### config.mk
export PLATFORM = sky130hd
export DESIGN_NAME = conv_3x3_flat
export DESIGN_NICKNAME = d
export VERILOG_FILES = /design/src/rtl/conv_3x3_if.sv /design/src/rtl/conv_3x3.sv /design/src/flat_wrapper.sv
export SDC_FILE = /design/constraint.sdc
export NUM_CORES = 1
export LEC_CHECK = 0
export ABC_AREA = 1
export ABC_CLOCK_PERIOD_IN_PS = 3650
export CAP_MARGIN = 0
export CORE_MARGIN = 10
export CORE_UTILIZATION = 51
export CTS_CLUSTER_DIAMETER = 30
export DETAILED_ROUTE_END_ITERATION = 6
export GPL_TIMING_DRIVEN = 0
export PLACE_DENSITY_LB_ADDON = 0.12
export SLEW_MARGIN = 40
export SYNTH_ARGS = -nofsm -noshare
export SYNTH_HDL_FRONTEND = slang
export SYNTH_SLANG_ARGS = --single-unit
### constraint.sdc
create_clock -name clk_in -period 3.65 [get_ports clk_in]
set_input_delay 0.9125 -clock clk_in [delete_from_list [all_inputs] [get_ports clk_in]]
set_output_delay 0.9125 -clock clk_in [all_outputs]
set_load 0.005 [all_outputs]
### src/rtl/conv_3x3_if.sv
// Pixel stream bundle between the line-buffer stage and the 3x3 filter.
// The slave side is the filter; the master side feeds windows and takes results.
interface conv_3x3_if;
    logic [71:0] pixel_data_in;
    logic        pixel_data_valid_in;
    logic [1:0]  mode_in;
    logic [7:0]  pixel_data_out;
    logic        pixel_data_valid_out;
    logic        line_done_out;
    logic        frame_done_out;
    logic        busy_out;

    modport slave (
        input  pixel_data_in, pixel_data_valid_in, mode_in,
        output pixel_data_out, pixel_data_valid_out, line_done_out, frame_done_out, busy_out
    );

    modport master (
        output pixel_data_in, pixel_data_valid_in, mode_in,
        input  pixel_data_out, pixel_data_valid_out, line_done_out, frame_done_out, busy_out
    );
endinterface

### src/rtl/conv_3x3.sv
// 3x3 kernel filter (pass/gaussian/sharpen/edge) with a fixed 3-cycle pipeline,
// per-frame mode latching and output line/frame position tracking.
module conv_3x3 #(
    parameter int LINE_WIDTH  = 320,
    parameter int FRAME_LINES = 238
) (
    input logic       clk_in,
    input logic       rst_in,
    conv_3x3_if.slave bus
);
    localparam int COL_W  = (LINE_WIDTH  > 1) ? $clog2(LINE_WIDTH)  : 1;
    localparam int LINE_W = (FRAME_LINES > 1) ? $clog2(FRAME_LINES) : 1;

    typedef enum logic {IDLE, RUN} state_t;

    state_t      state_reg, state_next;
    logic [1:0]  mode_reg, mode_next;
    logic        start;

    logic [7:0]  pix [0:8];
    logic [9:0]  corner_sum, edge_sum;

    logic        v1_reg;
    logic [1:0]  mode1_reg;
    logic [9:0]  corner1_reg, edge1_reg;
    logic [7:0]  centre1_reg;

    logic [11:0] gauss_sum;
    logic [7:0]  gauss_val;
    logic [12:0] sharp_val;
    logic [11:0] centre_x4, edge_abs;
    logic [12:0] res2_next;

    logic        v2_reg;
    logic [12:0] res2_reg;
    logic [7:0]  clamp_val;

    logic [7:0]  out_reg;
    logic        valid_out_reg, line_done_reg, frame_done_reg;
    logic [COL_W-1:0]  col_reg;
    logic [LINE_W-1:0] line_reg;
    logic        col_last, line_last;

    genvar gi;
    generate
        for (gi = 0; gi < 9; gi++) begin : g_unpack
            assign pix[gi] = bus.pixel_data_in[8*gi +: 8];
        end
    endgenerate

    assign corner_sum = 10'(pix[0]) + 10'(pix[2]) + 10'(pix[6]) + 10'(pix[8]);
    assign edge_sum   = 10'(pix[1]) + 10'(pix[3]) + 10'(pix[5]) + 10'(pix[7]);

    // A new frame may begin in the same cycle the previous one finishes.
    always_comb begin
        state_next = state_reg;
        mode_next  = mode_reg;
        start      = 1'b0;
        case (state_reg)
            IDLE: begin
                if (bus.pixel_data_valid_in) begin
                    start      = 1'b1;
                    state_next = RUN;
                end
            end
            RUN: begin
                if (frame_done_reg) begin
                    if (bus.pixel_data_valid_in) begin
                        start = 1'b1;
                    end else begin
                        state_next = IDLE;
                    end
                end
            end
            default: state_next = IDLE;
        endcase
        if (start) begin
            mode_next = bus.mode_in;
        end
    end

    always_ff @(posedge clk_in) begin
        if (rst_in) begin
            state_reg <= IDLE;
            mode_reg  <= 2'd0;
        end else begin
            state_reg <= state_next;
            mode_reg  <= mode_next;
        end
    end

    // S1: neighbour sums, centre, and the mode this window is tagged with.
    always_ff @(posedge clk_in) begin
        if (rst_in) begin
            v1_reg      <= 1'b0;
            mode1_reg   <= 2'd0;
            corner1_reg <= 10'd0;
            edge1_reg   <= 10'd0;
            centre1_reg <= 8'd0;
        end else begin
            v1_reg      <= bus.pixel_data_valid_in;
            mode1_reg   <= mode_next;
            corner1_reg <= corner_sum;
            edge1_reg   <= edge_sum;
            centre1_reg <= pix[4];
        end
    end

    // S2: kernel results kept wide (two's complement for sharpen) until the clamp.
    always_comb begin
        gauss_sum = 12'(corner1_reg) + {1'b0, edge1_reg, 1'b0} + {2'b00, centre1_reg, 2'b00};
        gauss_val = 8'(gauss_sum >> 4);
        sharp_val = 13'(centre1_reg) * 13'd5 - 13'(edge1_reg);
        centre_x4 = {2'b00, centre1_reg, 2'b00};
        edge_abs  = (centre_x4 >= 12'(edge1_reg)) ? centre_x4 - 12'(edge1_reg)
                                                   : 12'(edge1_reg) - centre_x4;
        res2_next = 13'(centre1_reg);
        case (mode1_reg)
            2'd0:    res2_next = 13'(centre1_reg);
            2'd1:    res2_next = 13'(gauss_val);
            2'd2:    res2_next = sharp_val;
            default: res2_next = {1'b0, edge_abs};
        endcase
    end

    always_ff @(posedge clk_in) begin
        if (rst_in) begin
            v2_reg   <= 1'b0;
            res2_reg <= 13'd0;
        end else begin
            v2_reg   <= v1_reg;
            res2_reg <= res2_next;
        end
    end

    // S3: clamp to 0..255 and track output position.
    assign clamp_val = res2_reg[12]    ? 8'd0 :
                       (|res2_reg[11:8]) ? 8'd255 : res2_reg[7:0];
    assign col_last  = (col_reg  == COL_W'(LINE_WIDTH - 1));
    assign line_last = (line_reg == LINE_W'(FRAME_LINES - 1));

    always_ff @(posedge clk_in) begin
        if (rst_in) begin
            out_reg        <= 8'd0;
            valid_out_reg  <= 1'b0;
            line_done_reg  <= 1'b0;
            frame_done_reg <= 1'b0;
            col_reg        <= '0;
            line_reg       <= '0;
        end else begin
            valid_out_reg  <= v2_reg;
            line_done_reg  <= v2_reg && col_last;
            frame_done_reg <= v2_reg && col_last && line_last;
            if (v2_reg) begin
                out_reg <= clamp_val;
                if (col_last) begin
                    col_reg  <= '0;
                    line_reg <= line_last ? '0 : line_reg + LINE_W'(1);
                end else begin
                    col_reg <= col_reg + COL_W'(1);
                end
            end
        end
    end

    assign bus.pixel_data_out       = out_reg;
    assign bus.pixel_data_valid_out = valid_out_reg;
    assign bus.line_done_out        = line_done_reg;
    assign bus.frame_done_out       = frame_done_reg;
    assign bus.busy_out             = (state_reg == RUN);
endmodule

### src/flat_wrapper.sv
// flat-port wrapper written by rule: the top's interface ports become plain ports
module conv_3x3_flat 
#(
    parameter int LINE_WIDTH  = 320,
    parameter int FRAME_LINES = 238
)
  (clk_in, rst_in, bus_pixel_data_in, bus_pixel_data_valid_in, bus_mode_in, bus_pixel_data_out, bus_pixel_data_valid_out, bus_line_done_out, bus_frame_done_out, bus_busy_out);
  conv_3x3_if bus_i ();
  input logic clk_in;
  input logic rst_in;
  input wire logic [$bits(bus_i.pixel_data_in)-1:0] bus_pixel_data_in;
  input wire logic [$bits(bus_i.pixel_data_valid_in)-1:0] bus_pixel_data_valid_in;
  input wire logic [$bits(bus_i.mode_in)-1:0] bus_mode_in;
  output wire logic [$bits(bus_i.pixel_data_out)-1:0] bus_pixel_data_out;
  output wire logic [$bits(bus_i.pixel_data_valid_out)-1:0] bus_pixel_data_valid_out;
  output wire logic [$bits(bus_i.line_done_out)-1:0] bus_line_done_out;
  output wire logic [$bits(bus_i.frame_done_out)-1:0] bus_frame_done_out;
  output wire logic [$bits(bus_i.busy_out)-1:0] bus_busy_out;
  assign bus_i.pixel_data_in = bus_pixel_data_in;
  assign bus_i.pixel_data_valid_in = bus_pixel_data_valid_in;
  assign bus_i.mode_in = bus_mode_in;
  assign bus_pixel_data_out = bus_i.pixel_data_out;
  assign bus_pixel_data_valid_out = bus_i.pixel_data_valid_out;
  assign bus_line_done_out = bus_i.line_done_out;
  assign bus_frame_done_out = bus_i.frame_done_out;
  assign bus_busy_out = bus_i.busy_out;
  conv_3x3 #(.LINE_WIDTH(LINE_WIDTH), .FRAME_LINES(FRAME_LINES)) u_core (.clk_in(clk_in), .rst_in(rst_in), .bus(bus_i));
endmodule
* Yosys cells after proc, flatten, opt, wreduce, memory -nomap -nowiden *
Index checks and enable logic that the tools add are counted.

storage, ports and cells
  word-level logic and storage cells = 50
  flip-flop bits (word level) = 74
  input bits = 77

cells by class
  multipliers = 1
  equality and inequality tests = 4
  reduce and logical (&&, ||, !) cells = 5
  bitwise operators = 1
  muxes and demuxes = 11
  add/sub/neg operators = 13
  magnitude comparators = 1

operators by type and width
  operator                count
  $add A10 B8 Y10         4
  $pmux W13 S3            1
  $mux W8                 3
  $sub A10 B10 Y11        2
  $add A8 B8 Y9           2
  $add A10 B11 Y12        1
  $add A12 B10 Y12        1
  $mux W12                1
  $sub A11 B10 Y12        1
  $mul A8 B3 Y11 const B  1
  $ge A10 B10 Y1          1
  $add A9 B1 Y9 const B   1
  $eq A9 B9 Y1 const B    1
  $mux W9                 1
  $add A8 B1 Y8 const B   1
  $eq A8 B8 Y1 const B    1
  $pmux W1 S2             2
  $reduce_or A4 Y1        1
  $mux W1                 3
  $eq A2 B1 Y1 const B    1
  $eq A2 B2 Y1 const B    1
  $logic_and A1 B1 Y1     2
  $logic_not A2 Y1        1
  $reduce_and A2 Y1       1
  $not A1 Y1              1

* Longest topological paths before layout *
  depth in word-level cells = 3
  gate-level depth with buffers = 17
  depth with buffers taken out = 17

* Worst setup path before layout *
No wires, ideal clock.

  path type = input to register
  start = in bus_pixel_data_in[8]
  end = reg u_core.edge1_reg[7]
  library setup time = 70 ps
  buffers on the path = 0
  setup slack = 120 ps
  cell stages on the path = 16
  arrival time = 3,460 ps
  cells stage by stage = ha_1 > fa_1 > a21oi_1 > o21bai_1 > xor2_1 > fa_1 > inv_1 > ha_1 > a21oi_1 > and2_1 > inv_1 > nand2_1 > nand2_1 > a21oi_1 > o21ai_0 > a21oi_1

between the ends
  longest elaborated chain between the ends = 3

RTL lines
  what                          RTL line            RTL
  start: declaration            flat_wrapper.sv:11  input wire logic [$bits(bus_i.pixel_data_in)-1:0] bus_pixel_data_in;
  $add A8 B8 Y9                 conv_3x3.sv:52      assign edge_sum = 10'(pix[1]) + 10'(pix[3]) + 10'(pix[5]) + 10'(pix[7]);
  $add A10 B8 Y10 (2 in a row)  conv_3x3.sv:52
  end signal: assignment        conv_3x3.sv:104     edge1_reg <= edge_sum;
  end: declaration              conv_3x3.sv:25      logic [9:0] corner1_reg, edge1_reg;

Every way passes these cells.
A chain may end at the register's enable or synchronous reset.

* Worst setup path after layout *
  start = in bus_pixel_data_in[24]
  end = reg u_core.edge1_reg[8]

Same word-level chain as after synthesis.

==> results.md <==
- Hold path start: u_core.v1_reg
- Die Y-Extent: about 130 um
- Full die area: between 0.015 and 0.02 mm2
- Critical path arrival: 3.77 ns
- Most frequent cells in the layout: 189 x inv_1, 161 x nand2_1, 77 x clkdlybuf4s50_1
- Clock Sinks: 73
- RSZ-0062 raised after global routing: true
- Hold Path Cell Cnt: 2
- IO Port Bufs: between 80 and 90
- Fin. Hold Viols: 0
- Crit. End Element: register
- Tot GR Track Use: a little under a fifth
- Most common cell after layout, fill and taps aside: inv_1
- RR Endpoint: u_core.res2_reg[6]
- Vias in the first global route: just over 6000
- CTS Hold Bufs: 0
- Syn Nets: around 1100
- Critical R2R Launch: u_core.centre1_reg[2]
- Non-filler cells, final: about 1200
- Initial Util: 52.19%
- Post-route minimum period: about 3.5 ns
- Grt met3 use: under 10%
- Wire per inst: roughly 14 um
- Post-synthesis adder-cell area fraction: around 27%
- Register area: approximately 0.0015 mm2
- Max clock buf depth: 2
- Initial antenna violation count: 0
- Final worst-path cycle share: roughly 97%
- Gr ovfl total: 0
- Count of cell types in the netlist: 44
- HPWL after DPL: approximately 13000 um
- Crit path top cell by count: a21oi_2
- Leakage power: 4.154 nW
- Routability Congestion: 0.9732
- Max VDD drop: between 0.2 and 0.3 mV
- Core Region: between 0.01 and 0.015 mm2
- Fin area: 0.008424 mm2
- First-pass GRT wire length: approximately 27000 um
- Reg2reg setup slack: 0.28 ns
- Cell Area, Synth: about 0.0066 mm2
- Share of cells above drive strength 1: about a tenth
- Met1 Use GR: 21.48%
- Flops & latches, synth: 73
- CP Cell Sequence: dlygate4sd2_1, ha_2, fa_2, a21oi_2, o21bai_2, nand2_1, nand2_1, a21oi_2, xor2_1, fa_1, inv_2, ha_4, nand4_1, o2111ai_2, buf_4, a21oi_2
- Max H-tree Level: 3
- Post-synthesis simple-gate area fraction: a little over a fifth
- I/O Pins: 89
- Post-Synth XOR/XNOR Area: around 3.9%
- Compound-Gate Fraction of Synth Area: about 14%
- Worst Hold Path EP: u_core.v2_reg
- Post-Syn Area per Cell: 7.206 um2
- Final Max Tran Viols: 0
- Critical Path RT: between 3 and 4 ns
- Skew final: between 0.006 and 0.007 ns
- Asr flop ratio synth: 0%
- Top post-synthesis cells by area: dfxtp_1 22%, ha_1 14%, fa_1 13%, inv_1 11%, nand2_1 9.4%
- Ys flop type: dfxtp_1
- Post-synth EDFFs: 0
- 1st-pass router iterations: 5
- Peak fanout along the critical path: 5
- Startpoint type of the worst setup path: primary input
- Yosys top cell area share: between 20% and 30%
- DR DRC count: 0
- Layout area overhead: 27.91%
- FP Rows: between 40 and 50
- Synthesis Warnings: 0
- Critical path's largest stage delay: 0.50 ns
- Gr busiest metal: met2
- Routed Antenna Nets: 0
- Area of the multi-input gates: between 0.004 and 0.005 mm2
- Pin count of the biggest net entering global routing: 14
- Slowest CP cell: fa_1
- Hold Crit Class: reg2reg
- Leading area contributor after synthesis: dfxtp_1
- Met2 usage: a little under a third
- Clk slew on worst S/H paths: about 0.060 ns
- Mux cell area share after synthesis: 0%
- CTS Buf Count: 9
- Max_slew headroom: between 50 and 60%
- Clock Tree Root: clkbuf_16
- Routed WL: about 16000 um
- Placed cell areas: 0.007682 mm2
- Fillers: roughly 1100
- Number of antenna diodes: 0
- Main combinational cell family by area after synthesis: adder cells
- Register area share after synthesis: approximately 22%
- Vias: 6060
- Number of flip-flops in the largest register: 13
- Vias per cell: approximately 5.0
- Mapped Cells: ~910
- Max cap viols: 0
- Slew @ Worst Pin: around 0.61 ns
- Width of the die: around 130 um
- Outcome: completed
- PD cells: ~580 mW/mm2
- Max Clk Rate: 0.2827 GHz
- Finish-stage setup viols: 0
- CP Class: in2reg
- Clock Latency Late Sink: around 0.34 ns
- Initial DRC Count: 361
- CTS tree: yes
- Dpl cells: 1174
- Final #Nets: around 1200
- Register-to-Register Path Depth: 15
-- kinds of logic (layout without fill, tap and decap cells) --
| kind of cell | count (synthesis) | in the layout |
|---|---|---|
| DFF | 73 | 73 |
| buffers and inverters | 211 | 327 |
| and+or+nand+nor | 316 | 316 |
| adders and majority gates | 117 | 117 |
| xor gates and xnor gates | 29 | 29 |
| AOI/OAI and AO/OA | 168 | 168 |
-- layer usage --
metal / vias to the layer above / wire (um)
li1: 3110 / -
met1: 2774 / 7134
met2: 145 / 7858
met3: 31 / 996
met4: 0 / 471
met5: - / 0
-- how the worst max path moves through the flow --
stage / to / startpoint / depth (start not counted)
floorplan: u_core.edge1_reg[7] / bus_pixel_data_in[8] / 16
global placement: u_core.corner1_reg[9] / bus_pixel_data_in[0] / 16
detailed placement: u_core.corner1_reg[9] / bus_pixel_data_in[0] / 16
CTS: u_core.corner1_reg[8] / bus_pixel_data_in[16] / 18
global route: u_core.edge1_reg[8] / bus_pixel_data_in[24] / 16
finish: u_core.edge1_reg[8] / bus_pixel_data_in[24] / 16
-- cell usage after synthesis, drive strengths merged (3+ instances only) --
cell type,number
inv,198
nand2,169
a21oi,86
ha,75
dfxtp,73
nor2,71
o21ai,55
nand3,43
fa,42
xor2,21
nand4,10
clkbuf,9
nor3,9
o21bai,8
xnor2,8
nand3b,5
buf,4
o21a,4
a31oi,3
o211ai,3
or2,3
-- repair_timing --
item,4_1_cts,5_1_grt
pin swaps,14,23
gates resized for setup,30,47
setup buffers,5,7
endpoints found under the setup margin,7,9
-- critical path, delay by kind of cell --
| family | cells | cell delay (ns) |
|---|---|---|
| AO/OA/AOI/OAI | 5 | 0.67 |
| XOR/XNOR | 1 | 0.10 |
| adder cells (fa/ha/maj) | 4 | 1.39 |
| buffers and inverters | 3 | 0.43 |
| AND/OR/NAND/NOR | 3 | 0.25 |
-- where the power goes --
part	switching, W	total (W)	internal [W]
registers	0.000115	0.00103	0.000913
clock network	0.000336	0.00101	0.000671
logic	0.00167	0.00283	0.00116
-- layout make-up --
type,count,area share [%]
timing repair buffer,100,11.78
sequential,73,17.35
tap,172,2.555
clock buffer,10,2.718
clock inverter,6,1.381
multi-input combinational,630,54.64
buffer,13,0.7278
inverter,198,8.852
-- stage by stage --
stage | worst slack (ns) | utilization (%) | hold slack [ns] | power, W | setup TNS [ns]
final | 0.1122 | 66.76 | 0.4132 | 0.004865 | 0
after CTS | -0.002498 | 64.74 | 0.4124 | 0.004700 | -0.002498
after detailed placement | -0.7299 | 60.88 | 0.3971 | 0.003568 | -4.875
after global placement | -0.6959 | 60.88 | 0.3903 | 0.003524 | -4.621
after floorplan | 0.1200 | - | 0.3883 | 0.002926 | 0
after global routing | -0.03751 | 66.76 | 0.4276 | 0.005320 | -0.1363
(Power assumes the default switching activity.)
